==> src/rtl/fpcvt_pkg.sv <==
// fpcvt_pkg
//   Shared definitions for the fpcvt_seq integer-to-float converter.
//   - state_t      : control states of the converter
//                    (IDLE, NORM, DONE)
//   - RND_TRUNC    : rounding mode, drop the guard bit
//   - RND_HALF_UP  : rounding mode, add the guard bit to the mantissa
package fpcvt_pkg;

    typedef enum logic [1:0] {
        IDLE = 2'd0,
        NORM = 2'd1,
        DONE = 2'd2
    } state_t;

    localparam logic RND_TRUNC   = 1'b0;
    localparam logic RND_HALF_UP = 1'b1;

endpackage

==> src/rtl/fpcvt_round.sv <==
// fpcvt_round
//   Combinational rounding and saturation stage of the converter.
//   Takes the normalised mantissa window, the guard bit just below it
//   and the current exponent, and produces the final mantissa/exponent.
//
//   Parameters
//     MW : mantissa width
//     EW : exponent width
//
//   Ports
//     i_mant      in  MW  truncated mantissa window
//     i_guard     in  1   first bit below the mantissa window
//     i_roundMode in  1   RND_HALF_UP adds the guard bit, RND_TRUNC ignores it
//     i_exp       in  EW  exponent before rounding
//     o_mant      out MW  rounded (or saturated) mantissa
//     o_exp       out EW  exponent after any rounding carry
module fpcvt_round
    import fpcvt_pkg::*;
#(
    parameter int MW = 4,
    parameter int EW = 3
) (
    input  logic [MW-1:0] i_mant,
    input  logic          i_guard,
    input  logic          i_roundMode,
    input  logic [EW-1:0] i_exp,
    output logic [MW-1:0] o_mant,
    output logic [EW-1:0] o_exp
);

    logic          w_roundBit;
    logic [MW:0]   w_sum;

    // The adder is one bit wider than the mantissa so the carry-out
    // tells us the mantissa wrapped from all ones to zero. On a carry
    // the value doubles: renormalise to 100..0 and bump the exponent,
    // unless the exponent is already at its maximum, in which case the
    // largest representable value is returned instead.
    always_comb begin
        w_roundBit = (i_roundMode == RND_HALF_UP) ? i_guard : 1'b0;
        w_sum      = {1'b0, i_mant} + {{MW{1'b0}}, w_roundBit};
        o_mant     = w_sum[MW-1:0];
        o_exp      = i_exp;
        if (w_sum[MW]) begin
            if (i_exp == {EW{1'b1}}) begin
                o_mant = {MW{1'b1}};
                o_exp  = {EW{1'b1}};
            end else begin
                o_mant = MW'(1) << (MW - 1);
                o_exp  = i_exp + 1'b1;
            end
        end
    end

endmodule

==> src/rtl/fpcvt_seq.sv <==
// fpcvt_seq
//   Sequential converter from a W-bit two's-complement integer to a small
//   sign/exponent/mantissa format, value ~= (-1)^s * f * 2^e.
//   The magnitude is normalised by shifting left one bit per clock until
//   its top bit is set or the exponent counter reaches zero, then the
//   mantissa is rounded (optionally) and held until the consumer takes it.
//
//   Parameters
//     W  : input width (must equal MW + 2**EW)
//     MW : mantissa width
//     EW : exponent width
//
//   Ports
//     clk        in  1   clock, rising edge
//     rst_n      in  1   asynchronous active-low reset
//     in_valid   in  1   input word offered
//     in_ready   out 1   converter idle and able to accept
//     d          in  W   two's-complement sample
//     round_en   in  1   1 = round half up, 0 = truncate (taken with d)
//     out_valid  out 1   result available on s/e/f
//     out_ready  in  1   consumer takes the result
//     s          out 1   sign
//     e          out EW  exponent
//     f          out MW  mantissa
module fpcvt_seq
    import fpcvt_pkg::*;
#(
    parameter int W  = 12,
    parameter int MW = 4,
    parameter int EW = 3
) (
    input  logic          clk,
    input  logic          rst_n,
    input  logic          in_valid,
    output logic          in_ready,
    input  logic [W-1:0]  d,
    input  logic          round_en,
    output logic          out_valid,
    input  logic          out_ready,
    output logic          s,
    output logic [EW-1:0] e,
    output logic [MW-1:0] f
);

    localparam int MAGW = W - 1;

    // The mantissa window plus one exponent step per shift must exactly
    // cover the magnitude, otherwise the normalisation range is wrong.
    generate
        if (W != MW + 2**EW) begin : g_badWidth
            $error("fpcvt_seq: parameter W must equal MW + 2**EW");
        end
    endgenerate

    state_t              r_state;
    state_t              w_nextState;
    logic                w_accept;
    logic                w_shift;
    logic                w_finish;

    logic [MAGW-1:0]     r_mag;
    logic [EW-1:0]       r_cnt;
    logic                r_sign;
    logic                r_roundMode;
    logic                r_s;
    logic [EW-1:0]       r_e;
    logic [MW-1:0]       r_f;

    logic [MAGW-1:0]     w_magIn;
    logic [MAGW-1:0]     w_negLow;
    logic [MW-1:0]       w_rndMant;
    logic [EW-1:0]       w_rndExp;

    // Magnitude of the incoming sample in W-1 bits. Negating only the
    // low W-1 bits is enough for every negative value except the most
    // negative one, which is recognised by its all-zero low bits and
    // saturated to the largest magnitude instead.
    always_comb begin
        w_negLow = (~d[MAGW-1:0]) + {{(MAGW-1){1'b0}}, 1'b1};
        if (!d[W-1]) begin
            w_magIn = d[MAGW-1:0];
        end else if (d[MAGW-1:0] == '0) begin
            w_magIn = {MAGW{1'b1}};
        end else begin
            w_magIn = w_negLow;
        end
    end

    // State register.
    always_ff @(posedge clk or negedge rst_n) begin
        if (!rst_n) begin
            r_state <= IDLE;
        end else begin
            r_state <= w_nextState;
        end
    end

    // Next-state decode and datapath strobes. NORM finishes as soon as
    // the magnitude is normalised or the exponent cannot go lower, so a
    // conversion performs between 0 and 2**EW-1 shifts.
    always_comb begin
        w_nextState = r_state;
        w_accept    = 1'b0;
        w_shift     = 1'b0;
        w_finish    = 1'b0;
        case (r_state)
            IDLE: begin
                if (in_valid) begin
                    w_accept    = 1'b1;
                    w_nextState = NORM;
                end
            end
            NORM: begin
                if (r_mag[MAGW-1] || (r_cnt == '0)) begin
                    w_finish    = 1'b1;
                    w_nextState = DONE;
                end else begin
                    w_shift     = 1'b1;
                end
            end
            DONE: begin
                if (out_ready) begin
                    w_nextState = IDLE;
                end
            end
            default: begin
                w_nextState = IDLE;
            end
        endcase
    end

    fpcvt_round #(
        .MW (MW),
        .EW (EW)
    ) u_round (
        .i_mant      (r_mag[MAGW-1 -: MW]),
        .i_guard     (r_mag[MAGW-1-MW]),
        .i_roundMode (r_roundMode),
        .i_exp       (r_cnt),
        .o_mant      (w_rndMant),
        .o_exp       (w_rndExp)
    );

    // Working registers for the conversion in flight and the result
    // registers. The sign is kept in r_sign during NORM so that s/e/f
    // only change when a new result is written.
    always_ff @(posedge clk or negedge rst_n) begin
        if (!rst_n) begin
            r_mag       <= '0;
            r_cnt       <= '0;
            r_sign      <= 1'b0;
            r_roundMode <= RND_TRUNC;
            r_s         <= 1'b0;
            r_e         <= '0;
            r_f         <= '0;
        end else begin
            if (w_accept) begin
                r_mag       <= w_magIn;
                r_cnt       <= {EW{1'b1}};
                r_sign      <= d[W-1];
                r_roundMode <= round_en ? RND_HALF_UP : RND_TRUNC;
            end
            if (w_shift) begin
                r_mag <= {r_mag[MAGW-2:0], 1'b0};
                r_cnt <= r_cnt - 1'b1;
            end
            if (w_finish) begin
                r_s <= r_sign;
                r_e <= w_rndExp;
                r_f <= w_rndMant;
            end
        end
    end

    assign in_ready  = (r_state == IDLE);
    assign out_valid = (r_state == DONE);
    assign s         = r_s;
    assign e         = r_e;
    assign f         = r_f;

endmodule
==> config.mk <==
export PLATFORM = sky130hd
export DESIGN_NAME = fpcvt_seq
export DESIGN_NICKNAME = d
export VERILOG_FILES = /design/src/rtl/fpcvt_pkg.sv /design/src/rtl/fpcvt_round.sv /design/src/rtl/fpcvt_seq.sv
export SDC_FILE = /design/constraint.sdc
export NUM_CORES = 1
export LEC_CHECK = 0
export ABC_AREA = 1
export BUFFER_PORTS_ARGS = -buffer_cell sky130_fd_sc_hd__clkbuf_2
export CAP_MARGIN = 20
export CORE_UTILIZATION = 50
export CTS_BUF_LIST = sky130_fd_sc_hd__clkbuf_16
export CTS_CLUSTER_DIAMETER = 200
export CTS_CLUSTER_SIZE = 14
export DETAILED_ROUTE_END_ITERATION = 16
export PLACE_DENSITY = 0.71
export SLEW_MARGIN = 15
export SYNTH_ARGS = -nofsm -noshare
export SYNTH_HDL_FRONTEND = slang
export SYNTH_SLANG_ARGS = --single-unit
==> constraint.sdc <==
create_clock -name clk -period 1.7 [get_ports clk]
set_input_delay 0.255 -clock clk [delete_from_list [all_inputs] [get_ports clk]]
set_output_delay 0.255 -clock clk [all_outputs]
set_load 0.005 [all_outputs]
=== Word-level counts from Yosys, hierarchy flattened ===
Index checks and enable logic that the tools add are counted.

* Reductions and logical operators: 6
* $add $sub $neg: 4
* Equality and inequality tests: 6
* Muxes and demuxes: 22
* Bitwise gates (word level): 1

{| class="wikitable"
|+ Operators with widths
! cell !! count
|-
| 11-bit two-way mux || 4
|-
| 3-bit two-way mux || 5
|-
| 11-bit by 1-bit adder with 11-bit output, second input constant || 1
|-
| 11-bit zero test || 1
|-
| 11-bit NOT || 1
|-
| 1-bit two-way mux || 8
|-
| 2-bit two-way mux || 3
|-
| 2-bit case mux with 3 select lines || 1
|-
| 4-bit by 1-bit adder with 5-bit output || 1
|-
| 4-bit two-way mux || 1
|-
| 2-bit inequality test, second input constant || 2
|-
| 3-bit by 1-bit adder with 3-bit output, second input constant || 1
|-
| 3-bit equality test, second input constant || 1
|-
| 3-bit zero test || 1
|-
| 3-bit AND reduction || 1
|-
| 3-bit by 1-bit subtractor with 3-bit output, second input constant || 1
|-
| 2-bit by 1-bit equality test with 1-bit output, second input constant || 1
|-
| 2-bit equality test, second input constant || 1
|-
| 2-bit zero test || 1
|-
| 2-bit by 1-bit inequality test with 1-bit output, second input constant || 1
|-
| 2-bit nonzero test || 1
|-
| 1-bit logical OR || 1
|}

* Input port bits: 17
* Flip-flop bits (word level): 26
* Output and inout port bits: 10
* Word-level logic and storage cells: 47

=== Depth between registers and ports, before layout ===
Gate-level depths: netlist of the first run.

* Depth after elaboration: 6
* Depth in mapped cells: 11
* Mapped depth without buffers: 10

=== By module ===
Synthesis of the first run repeated with hierarchy kept, for this count alone.

* Cell total of the unflattened synthesis: 203
* Area total of the unflattened synthesis: 1615.3 µm²

{| class="wikitable"
|+ Modules (own cells, without submodules)
! module !! seq. area each (µm²) !! instances !! area each (µm²) !! cells an instance
|-
| fpcvt_seq || 650.6 || 1 || 1438.9 || 170
|-
| fpcvt_round || 0.0 || 1 || 176.4 || 33
|}

=== Least setup slack after synthesis of the first run ===
Ideal clock, no wire load.

* Path kind: register to register
* Start: register r_cnt[0]
* End: register r_mag[8]
* Path slack: 0.066 ns
* Data required time: 1.579 ns
* Path buffers: 1
* Arrival: 1.513 ns
* Stages on the path, launching flop included: 10
* Period minus slack after synthesis: 1.634 ns
* Library setup time: 0.121 ns
* Cells stage by stage: dfrtp_1 inv_1 ha_1 ha_1 nor2_4 nand3_4 buf_6 o21ai_0 o21bai_1 nand2_1

* Word-level cells in the longest chain between the ends: 5
* Elaborated cells between the ends (all ways): 6
* Those cells by class: 3 x mux; 3 x reduce/logical

{| class="wikitable"
|+ Ends and longest elaborated chain
! what !! line !! RTL
|-
| start: declaration || fpcvt_seq.sv:62 || <nowiki>logic [EW-1:0] r_cnt;</nowiki>
|-
| start signal: assignment || fpcvt_seq.sv:159 || <nowiki>r_cnt <= {EW{1'b1}};</nowiki>
|-
| start signal: assignment || fpcvt_seq.sv:165 || <nowiki>r_cnt <= r_cnt - 1'b1;</nowiki>
|-
| 3-bit zero test (*) || fpcvt_seq.sv:114 || <nowiki>if (r_mag[MAGW-1] || (r_cnt == '0)) begin</nowiki>
|-
| 1-bit logical OR (*) || fpcvt_seq.sv:114 ||
|-
| 1-bit two-way mux (*) || fpcvt_seq.sv:114 ||
|-
| 1-bit two-way mux (*) || fpcvt_seq.sv:106 || <nowiki>case (r_state)</nowiki>
|-
| 11-bit two-way mux or 2-bit nonzero test (tied branches) || -- ||
|-
| end signal: assignment || fpcvt_seq.sv:158 || <nowiki>r_mag <= w_magIn;</nowiki>
|-
| end signal: assignment || fpcvt_seq.sv:164 || <nowiki>r_mag <= {r_mag[MAGW-2:0], 1'b0};</nowiki>
|-
| end: declaration || fpcvt_seq.sv:61 || <nowiki>logic [MAGW-1:0] r_mag;</nowiki>
|}

Mark *: on every way between the ends. The rest lies on a longest branch, timed or not.
A chain may end at the register's enable or synchronous reset.

=== Worst setup path in the final report of the first run ===
* Start: register r_cnt[0]
* End: register r_mag[0]

Same word-level chain as after synthesis.

==> results of run 1 <==
## cells in the mapped netlist
library cell  instances  area share
a22oi_1               2      0.0095
a21oi_2               1      0.0055
nand3_1               6       0.019
o21bai_1              2      0.0095
buf_4                 1      0.0047
inv_1                23       0.054
buf_6                 2       0.014
nand3_2               1      0.0063
o211ai_1              1      0.0047
a211oi_2              1      0.0079
o31ai_1               1      0.0047
ha_1                  6       0.047
dfrtp_1              26        0.41
nand3b_1              2      0.0095
nor2_4                3       0.021
a21oi_1               6       0.019
o21ai_1               7       0.022
o221ai_1              1      0.0055
xor2_1                2       0.011
a21o_1                1      0.0047
o21ai_0              15       0.047
nor3_1                2      0.0063
inv_2                 2      0.0047
nand3_4               1       0.011
nand4_1               1      0.0039
nor2_2                1      0.0039
o21ai_2               1      0.0055
xnor2_1               2       0.011
nand2_1              53        0.13
nand2_2               1      0.0039
nand2_4               3       0.021
buf_2                 1      0.0032
nor2_1               26       0.062
## worst reg2reg max path: cells and delay by family, from the launching register on
| kind | cells | cell delay (ns) |
|---|---|---|
| fa+ha+maj | 2 | 0.32 |
| simple gates | 3 | 0.51 |
| flops | 1 | 0.38 |
| compound gates | 1 | 0.18 |
| buf+inv | 2 | 0.14 |
## power breakdown
group	leakage, nW	switching, mW	internal (mW)
Clock	0.0511	0.210	0.468
Sequential	0.304	0.270	0.923
Combinational	0.705	0.982	0.811
Total	1.06	1.46	2.20
## worst paths after layout
| check | endpoint | cells after the start |
|---|---|---|
| setup / recovery | r_mag[0] | 8 |
| hold / removal | s | 1 |
| setup reg to reg | r_mag[0] | 8 |
| hold reg to reg | s | 2 |
| max in group asynchronous | f[0] | 1 |
| min in group clk | r_state[1] | 2 |
## metal layers
metal | vias to the layer above | track usage
li1 | 743 | -
met1 | 617 | 0.269
met2 | 39 | 0.383
met3 | 2 | 0.0198
met4 | 0 | 0.0714
met5 | - | 0
## flip-flops by register name, indices dropped and copies added, names as in the netlist
| signal | cells |
|---|---|
| r_mag | 11 |
| f | 4 |
| e | 3 |
| r_cnt | 3 |
| r_state | 2 |
| r_roundMode | 1 |
| r_sign | 1 |
| s | 1 |
## cell type report
cell class                      count  area, um2  share of cell area
Inverter                           25       96.3              0.0467
Clock inverter                      1       30.0              0.0146
Multi-Input combinational cell    151        923               0.448
Clock buffer                        3       75.1              0.0364
Tap cell                           44       55.1              0.0267
Sequential cell                    26        651               0.316
Timing Repair Buffer               39        231               0.112
## stage by stage
| step | power, mW | setup slack (ns) | std cells |
|---|---|---|---|
| 2_1_floorplan | 2.16 | 0.0659 | 204 |
| 3_3_place_gp | 2.51 | 0.0335 | 274 |
| 3_5_place_dp | 2.53 | -0.0537 | 274 |
| 4_1_cts | 3.32 | 0.00847 | 283 |
| 5_1_grt | 3.98 | -0.0429 | 289 |
| 6_report | 3.66 | 0.0663 | 289 |
## what timing repair did
item                                    in CTS  in global routing
buffers inserted                             4                  5
cloned                                       1                  1
pin swaps                                    3                  6
gates resized for setup                      0                 29
endpoints found under the setup margin      12                 21
## kinds of logic (layout without fill, tap and decap cells)
family / after synthesis / in the layout / synth area share
compound gates: 39 / 39 / 0.146
simple gates: 100 / 102 / 0.293
flops: 26 / 26 / 0.410
buf+inv: 29 / 68 / 0.0812
xor+xnor: 4 / 4 / 0.0221
fa+ha+maj: 6 / 6 / 0.0473
==> results.yml, run 1 <==
outcome:
  outcome: "complete, but fails checks"
  violations: "negative hold slack"
grt:
  antenna_found_initial: 0
  grt_max_degree: 27
  grt_pass1_wl_mm: 5.57
  grt_usage: 0.213
  grt_overflow_total: 0
  grt_pass1_vias: 1325
hold_path:
  holdCritPathClass: "input pin to async pin"
logic_synthesis:
  synthCells: 204
  ys_ff_latch: 26
  syn_avg_cell_area_um2: 7.78
  netlist_area_um2: 1590
  yosys_warnings: 0
  yosysUniqueCellTypes: 33
  synth_seq_area_share: 0.410
  synth_fp_nets: 227
routing:
  route.detailed.drc: 0
  wire_per_inst_um: 11.4
  vias_per_cell: 4.85
  highest_layer: "met4"
  drt-total-wl_mm: 3.29
  drtIter0Drc: 47
  wl_met1_mm: 1.52
  routed-wl-met2_mm: 1.66
  vias: 1401
  wl_met3_um: 90
  dr.pass1.iters: 4
  ant_nets: 0
setup_path:
  r2r_slack_ns: 0.07
  arrival_ns: 1.79
  critPathBufInv: 2
  path_cells: "inv_2 > ha_4 > ha_4 > nor2_4 > nand3_4 > nand2_8 > inv_4 > a21o_1"
  rr_startpoint: "r_cnt[0]"
  slowest_delay_ns: 0.38
  critPathLaunchType: "flip-flop"
  crit_start: "r_cnt[0]"
  end_kind: "flip-flop"
  worstPathMaxFanout: 12
  cp_slowest_cell: "dfrtp_1"
  critPathTopFamily: "simple AND/OR/NAND/NOR gates"
  crit_path_frequent_cell: "ha_4"
  required_ns: 1.85
  critPathKind: "flip-flop to flip-flop"
sta:
  finalSetupViolCount: 0
  max_freq_mhz: 612
  skew_ns: 0.00719
  fin_tns_setup_ns: 0
  min_period_over_period: 0.961
  holdWs_ns: -0.000230
  hold_viol: 1
  relSlewSlack: 0.579
  slew_violations: 0
  finalCriticalPeriod_ns: 1.63
  tightest_slew_ns: 0.632
power_and_ir_drop:
  ir_drop_mv: 0.600
  powerDensity_nw_per_um2: 1780
  leakagePower_nw: 1.06
cells_and_area:
  final_common_cell: "nand2_1"
  layout_common_cells: "nand2_1, nor2_1, dfrtp_1, clkbuf_2, inv_1"
  fin_nets: 269
  drive_above_1_share: 0.298
  final_area_um2: 2060
  fillerInstances: 261
  insertedDiodeCount: 0
  syn2layout_area_growth_pct: 30.0
  finish.utilization: 0.681
clock_network:
  clock_path_buffers: 2
  cts_tree: "yes"
  cts.hold.buffers_added: 0
  numCtsBuffers: 3
  clock_latency_ns: 0.26
  ctsHtreeMaxLevel: 1
  clock_sinks: 26
  cts-root-buf: "clkbuf_16"
  path_clk_slew_ns: 0.07
die:
  rows: 20
  start_util: 0.524
  dieArea_um2: 3400
  die_w_um: 58.3
  boundaryPins: 27
  fp.coreArea_um2: 3030
  die_h_um: 58.3
place:
  dp_hpwl_mm: 2.32
  placed_area_um2: 1770
  port_buffers: 26
  gp_congestion: 0.809
run:
  drv_cap: 0
No activity file was read; power rests on OpenSTA's default activity.
==> inputs of run 2 (changes only) <==
--- a/config.mk
+++ b/config.mk
@@ -8,12 +8,13 @@
 export ABC_AREA = 1
 export BUFFER_PORTS_ARGS = -buffer_cell sky130_fd_sc_hd__clkbuf_2
 export CAP_MARGIN = 20
-export CORE_UTILIZATION = 50
+export CORE_ASPECT_RATIO = 1.5
+export CORE_UTILIZATION = 59
 export CTS_BUF_LIST = sky130_fd_sc_hd__clkbuf_16
 export CTS_CLUSTER_DIAMETER = 200
 export CTS_CLUSTER_SIZE = 14
 export DETAILED_ROUTE_END_ITERATION = 16
-export PLACE_DENSITY = 0.71
+export PLACE_DENSITY = 0.79
 export SLEW_MARGIN = 15
 export SYNTH_ARGS = -nofsm -noshare
 export SYNTH_HDL_FRONTEND = slang
==> constraint.sdc (replaced) <==
create_clock -name clk -period 2.05 [get_ports clk]
set_input_delay 0.3075 -clock clk [delete_from_list [all_inputs] [get_ports clk]]
set_output_delay 0.3075 -clock clk [all_outputs]
set_load 0.005 [all_outputs]
==> run 2 against run 1 <==
- the flow now finishes without violations
- die area fell by 15%
- highest routed layer unchanged
- worst hold slack improved by 0.053 ns
- clock power fell by 36%
- clock-buffer cell count did not move
- largest cell class unchanged
- combinational power fell by 37%
- critical endpoint unchanged
- core utilization rose by 4.0 points
==> results.yml, run 2 (synthesized netlist as in run 1, its figures left out) <==
sta:
  tightest_slew_ns: 0.637
  finalSetupViolCount: 0
  slew_violations: 0
  min_period_over_period: 0.886
  fin_tns_setup_ns: 0
  relSlewSlack: 0.575
  skew_ns: 0.00396
  rsz0062_at_grt: "false"
  finalCriticalPeriod_ns: 1.82
  max_freq_mhz: 551
  hold_viol: 0
cells_and_area:
  syn2layout_area_growth_pct: 13.8
  fillerInstances: 200
  layout_common_cells: "nand2_1, nor2_1, dfrtp_1, clkbuf_2, inv_1"
  fin_nets: 254
  top_register: "r_mag"
  largest_reg_flops: 11
  drive_above_1_share: 0.191
  final_common_cell: "nand2_1"
  insertedDiodeCount: 0
grt:
  grt_max_degree: 27
  grt_pass1_vias: 1489
  grt_usage: 0.291
  grt_pass1_wl_mm: 6.23
  antenna_found_initial: 0
  grt_overflow_total: 0
hold_path:
  holdCritPathClass: "input pin to async pin"
routing:
  vias_per_cell: 5.49
  drtIter0Drc: 34
  vias: 1461
  drt-total-wl_mm: 3.50
  wire_per_inst_um: 13.2
  ant_nets: 0
  dr.pass1.iters: 4
  route.detailed.drc: 0
die:
  die_w_um: 44.3
  dieArea_um2: 2900
  boundaryPins: 27
  rows: 22
  fp.coreArea_um2: 2500
  start_util: 0.633
  die_h_um: 65.5
setup_path:
  required_ns: 2.21
  critPathKind: "flip-flop to flip-flop"
  reg2reg_depth: 8
  end_kind: "flip-flop"
  worstPathMaxFanout: 12
  arrival_ns: 1.97
  critPathLaunchType: "flip-flop"
clock_network:
  post_cts_resized: 0
  post-cts-setup-buffers: 0
  cts_tree: "yes"
  clock_sinks: 26
  cts.hold.buffers_added: 0
  ctsHtreeMaxLevel: 1
  clock_path_buffers: 2
  numCtsBuffers: 3
  path_clk_slew_ns: 0.06
  clock_latency_ns: 0.26
  cts-root-buf: "clkbuf_16"
power_and_ir_drop:
  seq_power_share: 0.385
  ir_drop_mv: 0.609
  p_int_mw: 1.46
  p_comb_frac: 0.444
  sw_frac_of_total: 0.426
  p_sw_mw: 1.08
  powerDensity_nw_per_um2: 1410
  clockPowerShare: 0.172
  power.total_mw: 2.54
  leakagePower_nw: 0.974
place:
  port_buffers: 26
  dp_hpwl_mm: 2.60
  gp_congestion: 0.804
run:
  drv_cap: 0
outcome:
  outcome: "finished, final reports clean"
[run 2: layout make-up]
type	instances	area, um2	share of cell area
inverters	25	93.8	0.0520
clock inverters	1	3.75	0.00208
well taps	36	45.0	0.0249
flip-flops and latches	26	651	0.360
multi-input cells	149	807	0.447
clock buffers	3	75.1	0.0416
repair buffers	26	130	0.0721
[run 2: critical path, stage by stage (launching register included)]
cell	delay, ns
dfrtp_1	0.38
inv_1	0.08
ha_1	0.21
ha_1	0.22
nor2_4	0.17
nand3_4	0.17
nand2_4	0.17
inv_2	0.12
a21o_1	0.19
[run 2: per-layer routing]
layer | GRT usage | up-vias | share of wire
li1 | - | 713 | -
met1 | 0.301 | 685 | 0.38
met2 | 0.551 | 52 | 0.56
met3 | 0.0357 | 11 | 0.030
met4 | 0.136 | 0 | 0.033
met5 | 0 | - | 0
[run 2: final timing paths]
path / from / endpoint / slack, ns
setup / recovery: r_cnt[0] / r_mag[0] / 0.23
hold / removal: rst_n / r_state[1] / 0.05
setup reg to reg: r_cnt[0] / r_mag[0] / 0.23
hold reg to reg: s / s / 0.47
max in group asynchronous: rst_n / e[2] / 1.58
min in group clk: out_ready / r_state[1] / 0.21
[run 2: power groups by stage]
| stage | Clock, mW | Combinational [mW] | Sequential, mW |
|---|---|---|---|
| finish | 0.436 | 1.13 | 0.977 |
| global route | 0.464 | 1.28 | 1.00 |
| CTS | 0.440 | 1.13 | 0.976 |
| detailed placement | 0 | 1.09 | 0.981 |
| global placement | 0 | 1.05 | 0.970 |
| floorplan | 0 | 0.857 | 0.936 |
[run 2: stage by stage]
step / utilization / setup slack (ns) / hold slack, ns / cells / cell area (um2)
after floorplan: - / 0.416 / 0.0119 / 204 / 1590
after global placement: 0.689 / 0.344 / 0.347 / 262 / 1730
after detailed placement: 0.689 / 0.283 / 0.356 / 262 / 1730
after CTS: 0.721 / 0.242 / 0.0772 / 266 / 1810
after global routing: 0.721 / 0.0953 / 0.114 / 266 / 1810
final: 0.721 / 0.234 / 0.0523 / 266 / 1810
==> inputs of run 3 (changes only) <==
--- a/config.mk
+++ b/config.mk
@@ -9,12 +9,12 @@
 export BUFFER_PORTS_ARGS = -buffer_cell sky130_fd_sc_hd__clkbuf_2
 export CAP_MARGIN = 20
 export CORE_ASPECT_RATIO = 1.5
-export CORE_UTILIZATION = 59
+export CORE_UTILIZATION = 30
 export CTS_BUF_LIST = sky130_fd_sc_hd__clkbuf_16
 export CTS_CLUSTER_DIAMETER = 200
 export CTS_CLUSTER_SIZE = 14
 export DETAILED_ROUTE_END_ITERATION = 16
-export PLACE_DENSITY = 0.79
+export PLACE_DENSITY = 0.44
 export SLEW_MARGIN = 15
 export SYNTH_ARGS = -nofsm -noshare
 export SYNTH_HDL_FRONTEND = slang
==> run 3 against run 2 <==
- cell count is 12% higher
- first-iteration DRC count decreased by 24%
- combinational power fell by 4%
- non-clock buffer count up 1
- clock-buffer cell count did not move
- worst setup slack gained 0.024 ns
- flip-flop and latch count unchanged
- critical path depth is the same
- global-route usage is 15 points lower
- routed wire length down 1.0%
- critical path type unchanged
==> results.yml, run 3 (synthesized netlist as in run 1, its figures left out) <==
place:
  dp_hpwl_mm: 2.75
  dpl_worst_slack_ns: 0.243
  port_buffers: 26
  gp_congestion: 0.725
sta:
  setup_ws_ns: 0.259
  fin_tns_setup_ns: 0
  slew_violations: 0
  max_freq_mhz: 558
  skew_ns: 0.00235
  min_period_over_period: 0.874
  rsz0062_at_grt: "false"
  finalSetupViolCount: 0
  relSlewSlack: 0.543
  tightest_slew_ns: 0.685
  finalCriticalPeriod_ns: 1.79
  hold_viol: 0
clock_network:
  cts.hold.buffers_added: 0
  clock_sinks: 26
  cts-root-buf: "clkbuf_16"
  path_clk_slew_ns: 0.06
  clock_latency_ns: 0.26
  clock_path_buffers: 2
  numCtsBuffers: 3
  cts_tree: "yes"
  ctsHtreeMaxLevel: 1
  post-cts-setup-buffers: 0
  post_cts_resized: 0
routing:
  dr.pass1.iters: 4
  wire_per_inst_um: 11.6
  vias_per_cell: 4.47
  drt-total-wl_mm: 3.46
  drtIter0Drc: 26
  vias: 1338
  route.detailed.drc: 0
  ant_nets: 0
cells_and_area:
  multi_input_comb_area_um2: 807
  finish.utilization: 0.362
  final_common_cell: "nand2_1"
  layout_common_cells: "nand2_1, nor2_1, dfrtp_1, clkbuf_2, inv_1"
  fin_nets: 255
  largest_reg_flops: 11
  fillerInstances: 616
  syn2layout_area_growth_pct: 16.8
  top_register: "r_mag"
  register_area_um2: 651
  insertedDiodeCount: 0
  drive_above_1_share: 0.195
hold_path:
  holdCritPathClass: "input pin to async pin"
setup_path:
  arrival_ns: 1.94
  slowest_delay_ns: 0.39
  path_cells: "inv_1 > ha_1 > ha_1 > nor2_4 > nand3_4 > nand2_4 > inv_2 > a21o_1"
  required_ns: 2.20
  cp_slowest_cell: "dfrtp_1"
  end_kind: "flip-flop"
  critPathKind: "flip-flop to flip-flop"
  worstPathMaxFanout: 12
  crit_path_frequent_cell: "ha_1"
  critPathLaunchType: "flip-flop"
grt:
  grt_overflow_total: 0
  grt_usage: 0.140
  grt_max_degree: 27
  grt_pass1_vias: 1309
  antenna_found_initial: 0
  grt_pass1_wl_mm: 5.85
die:
  die_w_um: 61.4
  die_h_um: 91.1
  fp.coreArea_um2: 5120
  dieArea_um2: 5590
  boundaryPins: 27
  start_util: 0.310
  rows: 32
power_and_ir_drop:
  p_sw_mw: 1.02
  power.total_mw: 2.48
  sw_frac_of_total: 0.410
  seq_power_share: 0.388
  clockPowerShare: 0.175
  leakagePower_nw: 0.980
  ir_drop_mv: 0.339
  p_comb_frac: 0.437
  p_int_mw: 1.46
  powerDensity_nw_per_um2: 1340
outcome:
  outcome: "finished, final reports clean"
run:
  drv_cap: 0
[run 3: cell count changes in the layout (fill, tap and decap cells not counted)]
cell   delta
buf_4     +1
[run 3: metrics by stage]
step / std cells / hold WS [ns] / instance area [um2]
floorplan: 204 / 0.0119 / 1590
global placement: 295 / 0.386 / 1770
detailed placement: 295 / 0.380 / 1770
CTS: 299 / 0.106 / 1850
global route: 299 / 0.129 / 1850
finish: 299 / 0.0790 / 1850
[run 3: layout make-up]
type                            count  area share
Multi-Input combinational cell    149       0.436
Sequential cell                    26       0.351
Timing Repair Buffer               27      0.0743
Inverter                           25      0.0506
Tap cell                           68      0.0459
Clock buffer                        3      0.0405
Clock inverter                      1     0.00203
[run 3: worst paths after layout]
| check | startpoint | endpoint | slack (ns) | depth (start not counted) |
|---|---|---|---|---|
| worst max-delay path | r_cnt[0] | r_mag[0] | 0.26 | 8 |
| worst min-delay path | rst_n | s | 0.08 | 1 |
| max in group asynchronous | rst_n | r_cnt[0] | 1.53 | 1 |
| min in group clk | out_ready | r_state[1] | 0.21 | 2 |
| worst min register to register | s | s | 0.47 | 2 |
| worst max register to register | r_cnt[0] | r_mag[0] | 0.26 | 8 |
[run 3: layer usage]
metal / track usage / wire length [um] / vias to the layer above / part of all wire
li1: - / - / 708 / -
met1: 0.159 / 1460 / 601 / 0.42
met2: 0.259 / 1880 / 25 / 0.54
met3: 0.0128 / 76 / 4 / 0.022
met4: 0.0444 / 43 / 0 / 0.012
met5: 0 / 0 / - / 0
[run 3: worst max-delay path, delay by kind of cell (launching register included)]
kind	cells	cell delay, ns
AND/OR/NAND/NOR	3	0.49
adder cells (fa/ha/maj)	2	0.42
flip-flops	1	0.39
buffers and inverters	2	0.20
AO/OA/AOI/OAI	1	0.19
[run 3: power groups by stage]
stage / registers (mW) / logic [mW] / clock network [mW]
after floorplan: 0.936 / 0.857 / 0
after global placement: 0.973 / 1.12 / 0
after detailed placement: 0.974 / 1.11 / 0
after CTS: 0.967 / 1.12 / 0.449
after global routing: 0.998 / 1.28 / 0.467
final: 0.961 / 1.08 / 0.433
